==> src/rtl/imem_loader.sv <==
// Boot loader: framed byte stream in, 32-bit instruction-memory writes out, core reset release.
// Latency: write strobe registered one cycle after the 4th byte of a word; done/release one cycle after a good checksum.
// Backpressure: rx_ready_o is high in every state except DONE (and low while rst_i is asserted).
module imem_loader #(
  parameter int          MEM_SIZE_INST = 1024,
  parameter logic [7:0]  START_BYTE    = 8'hA5
) (
  input  logic                             clk_i,
  input  logic                             rst_i,
  input  logic [7:0]                       rx_data_i,
  input  logic                             rx_valid_i,
  output logic                             rx_ready_o,
  output logic                             we_o,
  output logic [$clog2(MEM_SIZE_INST)-1:0] waddr_o,
  output logic [31:0]                      wdata_o,
  output logic                             core_rst_n_o,
  output logic                             done_o,
  output logic                             error_o
);

  localparam int          AW    = $clog2(MEM_SIZE_INST);
  localparam logic [16:0] MEM_N = 17'(MEM_SIZE_INST);

  typedef enum logic [2:0] {
    S_IDLE,
    S_LEN0,
    S_LEN1,
    S_DATA,
    S_CSUM,
    S_DONE,
    S_ERR
  } state_t;

  state_t          state_q, state_d;
  logic [15:0]     len_q, len_d;       // word count N of the current frame
  logic [15:0]     addr_q, addr_d;     // next word address to write
  logic [1:0]      cnt_q, cnt_d;       // byte position within the current word
  logic [31:0]     word_q, word_d;     // little-endian word assembler
  logic [7:0]      xor_q, xor_d;       // running XOR of data bytes
  logic            we_q, we_d;
  logic [AW-1:0]   waddr_q, waddr_d;
  logic [31:0]     wdata_q, wdata_d;
  logic            done_q, done_d;
  logic            err_q, err_d;

  logic            accept;
  logic [16:0]     n_new;

  assign rx_ready_o   = ~rst_i && (state_q != S_DONE);
  assign accept       = rx_valid_i && rx_ready_o;
  assign n_new        = {1'b0, rx_data_i, len_q[7:0]};

  assign we_o         = we_q;
  assign waddr_o      = waddr_q;
  assign wdata_o      = wdata_q;
  assign done_o       = done_q;
  assign core_rst_n_o = done_q;
  assign error_o      = err_q;

  // Next-state and output decode; nothing moves unless a byte is accepted.
  always_comb begin
    state_d = state_q;
    len_d   = len_q;
    addr_d  = addr_q;
    cnt_d   = cnt_q;
    word_d  = word_q;
    xor_d   = xor_q;
    we_d    = 1'b0;
    waddr_d = waddr_q;
    wdata_d = wdata_q;
    done_d  = done_q;
    err_d   = err_q;
    if (accept) begin
      case (state_q)
        S_IDLE: begin
          if (rx_data_i == START_BYTE) state_d = S_LEN0;
        end
        S_LEN0: begin
          len_d[7:0] = rx_data_i;
          state_d    = S_LEN1;
        end
        S_LEN1: begin
          len_d[15:8] = rx_data_i;
          addr_d      = 16'd0;
          cnt_d       = 2'd0;
          xor_d       = 8'h00;
          if (n_new > MEM_N) begin
            state_d = S_ERR;
            err_d   = 1'b1;
          end else if (n_new == 17'd0) begin
            state_d = S_CSUM;
          end else begin
            state_d = S_DATA;
          end
        end
        S_DATA: begin
          word_d = {rx_data_i, word_q[31:8]};
          xor_d  = xor_q ^ rx_data_i;
          cnt_d  = cnt_q + 2'd1;
          if (cnt_q == 2'd3) begin
            we_d    = 1'b1;
            waddr_d = addr_q[AW-1:0];
            wdata_d = {rx_data_i, word_q[31:8]};
            addr_d  = addr_q + 16'd1;
            if (addr_q == len_q - 16'd1) state_d = S_CSUM;
          end
        end
        S_CSUM: begin
          if (rx_data_i == xor_q) begin
            state_d = S_DONE;
            done_d  = 1'b1;
          end else begin
            state_d = S_ERR;
            err_d   = 1'b1;
          end
        end
        S_ERR: begin
          if (rx_data_i == START_BYTE) begin
            state_d = S_LEN0;
            err_d   = 1'b0;
          end
        end
        default: ;
      endcase
    end
  end

  // State and registered outputs; reset drops any pending write and holds the core in reset.
  always_ff @(posedge clk_i or posedge rst_i) begin
    if (rst_i) begin
      state_q <= S_IDLE;
      len_q   <= '0;
      addr_q  <= '0;
      cnt_q   <= '0;
      word_q  <= '0;
      xor_q   <= '0;
      we_q    <= 1'b0;
      waddr_q <= '0;
      wdata_q <= '0;
      done_q  <= 1'b0;
      err_q   <= 1'b0;
    end else begin
      state_q <= state_d;
      len_q   <= len_d;
      addr_q  <= addr_d;
      cnt_q   <= cnt_d;
      word_q  <= word_d;
      xor_q   <= xor_d;
      we_q    <= we_d;
      waddr_q <= waddr_d;
      wdata_q <= wdata_d;
      done_q  <= done_d;
      err_q   <= err_d;
    end
  end

endmodule
==> config.mk <==
export PLATFORM = sky130hd
export DESIGN_NAME = imem_loader
export DESIGN_NICKNAME = d
export VERILOG_FILES = /design/src/rtl/imem_loader.sv
export SDC_FILE = /design/constraint.sdc
export NUM_CORES = 1
export LEC_CHECK = 0
export ABC_CLOCK_PERIOD_IN_PS = 10400
export BUFFER_PORTS_ARGS = -buffer_cell sky130_fd_sc_hd__buf_2
export CAP_MARGIN = 25
export CORE_ASPECT_RATIO = 0.75
export CORE_MARGIN = 2
export CORE_UTILIZATION = 40
export CTS_BUF_LIST = sky130_fd_sc_hd__clkbuf_8
export DETAILED_ROUTE_END_ITERATION = 8
export PLACE_DENSITY = 0.56
export SYNTH_ARGS = -nofsm -noshare
export SYNTH_HDL_FRONTEND = slang
export SYNTH_SLANG_ARGS = --single-unit
==> constraint.sdc <==
create_clock -name clk_i -period 10.4 [get_ports clk_i]
set_input_delay 1.04 -clock clk_i [delete_from_list [all_inputs] [get_ports clk_i]]
set_output_delay 1.04 -clock clk_i [all_outputs]
set_load 0.05 [all_outputs]
# Yosys cells after proc, flatten, opt, wreduce, memory -nomap -nowiden
# Cells that the tools add are included.
# totals
wordCells	69
register_bits	122
inputBits	11
# classes
n_addsub	3
order_cmp	1
muxes	18
bitwise	2
reduce_logical	17
n_eq_ne	16
# op_table
op	count
$pmux 16 s2	1
$logic_not 17->1	1
$add 16x1->16 const B	1
$eq 16x16->1	1
$gt 16x11->1 const B	1
$mux 16	1
$pmux 8 s2	1
$sub 16x1->16 const B	1
$mux 3	5
$pmux 3 s5	1
$ne 2x2->1 const B	5
$reduce_and 5->1	2
$reduce_and 3->1	3
$eq 8x8->1	1
$eq 8x8->1 const B	1
$reduce_and 2->1	4
$xor 8x8->8	1
$eq 3x2->1 const B	2
$eq 3x3->1 const B	2
$mux 1	6
$reduce_bool 5->1	1
$pmux 2 s2	1
$eq 3x1->1 const B	1
$logic_not 3->1	1
11 further kinds	12

# Logic depth before layout (Yosys ltp)
# logic_depth
depth_word	5
mapped_depth	9

# Worst setup path before layout
# OpenSTA, ideal clock, no wires.
# synth_timing
path_type	in2reg
from	in rst_i
to	reg wdata_q[12] (netlist: wdata_o[12])
arrival_ns	5.062
t_required_ns	10.272
n_path_buf	2
path_slack_ns	5.210
stages	7
cell_sequence	inv_1 nand2_1 nor2_4 nand2_1 buf_2 buf_6 mux2_1
# synth_between
elab_chain_cells	4
# synth_lines
item	line_no	rtl
from (decl)	9	input logic rst_i,
$not 1->1	49	assign rx_ready_o = ~rst_i && (state_q != S_DONE);
$logic_and 1x1->1	49	
$logic_and 1x1->1	50	assign accept = rx_valid_i && rx_ready_o;
$reduce_and 3->1 (no source line)	--	
to (signal assigned)	151	wdata_q <= wdata_d;
to (decl)	42	logic [31:0] wdata_q, wdata_d;
# No other way between the ends.
# A chain may end at the register's enable or synchronous reset.

# Worst setup path after layout
# Ends and elaborated chain as after synthesis.

==> flow_summary.ini <==
[yosys]
async_reset_ff_frac = 1.00
syn-num-nets = 521
synth_warnings = 0
synth_top_area_frac = 0.534
synthesis.area_mm2 = 0.00534
ys_ff_latch = 114
netlist_instances = 506
ys_top_cells_by_area = dfrtp_1 53%, mux2_2 11%, nand2_1 6.7%
yosysTopAreaCell = dfrtp_1
synthFlopType = dfrtp_1
synth_edf_count = 0
ys_types = 48
syn_area_per_cell_um2 = 10.6
ys_seq_area_frac = 0.534

[sta]
finalMaxSlewViolations = 0
fin_hold_ws_ns = 0.480
setup_viol = 0
tns_ns = 0
rsz0062_at_grt = no
hold_viol = 0
final.setup_skew_ns = 0.0174
fmax_mhz = 304
min_period_ns = 3.29
tightest_slew_ns = 0.829
slew_headroom = 0.448
fin_crit_sh = 0.317

[detailed_routing]
num_vias = 3836
ant_nets = 0
wl_per_cell_um = 15.8
drc_errors = 0
viasPerCell = 5.16
drtIter0Drc = 260
drtPass1Iterations = 6
routed_wl_um = 11700

[floorplan]
core-area_mm2 = 0.0130
die_y_um = 104
dieArea_mm2 = 0.0143
initial_core_util = 0.411
ios = 58
die_x_um = 137
num_rows = 36

[clock_tree]
cts_resized = 0
htree_levels = 4
clk_latency_ns = 0.43
tritoncts = yes
postCtsHoldBufs = 0
cts.path.max_buffers = 2
cts_setup_buffers = 0
cts_sinks = 114
numCtsBuffers = 17
clockRootBuffer = clkbuf_8
path_clk_slew_ns = 0.07

[setup_path]
path_cells = buf_2, inv_4, nand2_1, nor2_4, nand2_2, buf_12, mux2_1
path_class = in -> reg
cpPeakStageDelay_ns = 0.58
rr_worst_depth = 7
reg2reg_to = wdata_o[12]$_DFFE_PP0P_
required_ns = 10.71
path_max_fanout = 50
cp-startpoint = rst_i
r2r_start = state_q[1]$_DFFE_PP0P_
critPathArrivalTime_ns = 3.60
r2r_setup_slack_ns = 7.31
slowest_stage = nor2_4
endpoint = wdata_o[12]$_DFFE_PP0P_
cp-end-kind = flop
worst-path-stages = 7
start_kind = primary input
crit_family = simple AND/OR/NAND/NOR gates
critPathBufInv = 3

[run]
cap_violations = 0

[power_and_ir_drop]
combPwrFrac = 0.379
vdd_drop_max_v = 0.000154
sw_frac_of_total = 0.436
leakagePower_nw = 2.97
power_switching_mw = 0.803
pwr-share-seq = 0.410
powerDensity_mw_per_mm2 = 301
clockPowerShare = 0.210
total_power_mw = 1.84
internal_power_mw = 1.04

[grt]
grt_pass1_wl_um = 19500
grt-ovfl-total = 0
antenna_found_initial = 0
grt_usage = 0.175
grt_pass1_vias = 3752
grt_max_degree = 67

[status]
status = finished, final reports clean

[hold_path]
min_path_type = reg -> reg

[finish]
nets = 574
antenna_cells = 0
syn_to_final_growth_pct = 14.8
drive_gt1_frac = 0.267

[placed_design]
place_congestion = 0.820
io_buffers = 57
dp_hpwl_um = 8000
## synth_stat cells, drive strengths merged (7+ instances only)
| cell type | instances |
|---|---|
| inv | 14 |
| nand4 | 11 |
| xnor2 | 30 |
| nand2 | 97 |
| a21oi | 11 |
| mux2 | 51 |
| nor2 | 32 |
| buf | 15 |
| nand3 | 10 |
| or3 | 7 |
| dfrtp | 114 |
| xor2 | 16 |
| nor3 | 14 |
| clkbuf | 12 |
| o21ai | 36 |
## stage by stage
step           cells  worst slack [ns]  area [um^2]  utilization
6_report         743              7.11         6130        0.471
5_1_grt          743              6.80         6130        0.471
4_1_cts          743              7.04         6130        0.471
3_5_place_dp     711              6.60         5760        0.443
3_3_place_gp     710              6.38         5740        0.441
2_1_floorplan    506              5.21         5340            -
## placed cells by master (no fill, tap or decap), types with 2 or more instances in the layout
master | netlist | routed
or3_1 | 7 | 7
ha_1 | 4 | 4
o211ai_1 | 2 | 2
mux2_2 | 50 | 50
xnor2_1 | 30 | 30
a22oi_1 | 2 | 2
a21oi_1 | 10 | 10
nor4_4 | 2 | 2
xor2_1 | 16 | 16
nor2_1 | 31 | 31
clkbuf_8 | 0 | 17
nand3b_1 | 2 | 2
nor4_1 | 2 | 2
nor3_1 | 13 | 13
buf_4 | 1 | 3
dfrtp_1 | 114 | 114
clkinvlp_4 | 0 | 5
nand4_1 | 11 | 11
a31oi_1 | 4 | 4
nand2_2 | 1 | 2
buf_2 | 7 | 57
nand3_1 | 10 | 10
o21ai_0 | 36 | 36
inv_1 | 14 | 14
clkinv_4 | 0 | 5
nand2_1 | 96 | 95
inv_6 | 0 | 2
## layout make-up
cell class | instances | area [um^2]
Tap cell | 171 | 214
Sequential cell | 114 | 2850
Clock buffer | 17 | 234
Multi-Input combinational cell | 351 | 2310
Clock inverter | 15 | 138
Inverter | 14 | 55.1
Timing Repair Buffer | 61 | 328
Fill cell | 1216 | 6880
## power groups by stage
stage / sequential, mW / clock (mW) / combinational, mW
6_report: 0.756 / 0.388 / 0.699
5_1_grt: 0.781 / 0.417 / 0.764
4_1_cts: 0.757 / 0.395 / 0.705
3_5_place_dp: 0.764 / 0 / 0.700
3_3_place_gp: 0.757 / 0 / 0.685
2_1_floorplan: 0.919 / 0 / 0.375
## registers in the layout, summed over array words and instances (netlist names)
signal	cells
state_q	3
xor_q	8
error_o	1
core_rst_n_o	1
word_q	24
len_q	16
waddr_o	10
addr_q	16
wdata_o	32
we_o	1
cnt_q	2
## worst min-delay path, stage by stage (launching register included)
cell and delay [ns]:
dfrtp_1 0.35, nand2_1 0.05, nand2_1 0.05
## worst min path at each step
stage	cells after the start	end	from	slack, ns
finish	2	word_q[13]$_DFFE_PP0P_	word_q[13]$_DFFE_PP0P_	0.48
global route	1	wdata_o[29]$_DFFE_PP0P_	wdata_o[29]$_DFFE_PP0P_	0.52
CTS	2	word_q[8]$_DFFE_PP0P_	word_q[8]$_DFFE_PP0P_	0.49
detailed placement	2	word_q[8]$_DFFE_PP0P_	word_q[8]$_DFFE_PP0P_	0.47
global placement	2	word_q[13]$_DFFE_PP0P_	word_q[13]$_DFFE_PP0P_	0.46
floorplan	2	word_q[12]$_DFFE_PP0P_	word_q[12]$_DFFE_PP0P_	0.44
## logic make-up after synthesis
| group | after synthesis | synth area share |
|---|---|---|
| AO/OA/AOI/OAI | 64 | 0.0719 |
| XOR/XNOR | 46 | 0.0754 |
| adder cells (fa/ha/maj) | 4 | 0.00937 |
| buffers and inverters | 41 | 0.0339 |
| flip-flops | 114 | 0.534 |
| multiplexers | 52 | 0.109 |
| AND/OR/NAND/NOR | 185 | 0.166 |
## routing by layer
metal  vias up  wire length, um  GRT usage
met2        68             5010      0.244
li1       1830                -          -
met4         0               42     0.0442
met3         2              466     0.0429
met5         -                0          0
met1      1936             6200      0.269
Power figures use the tool's default switching activity.
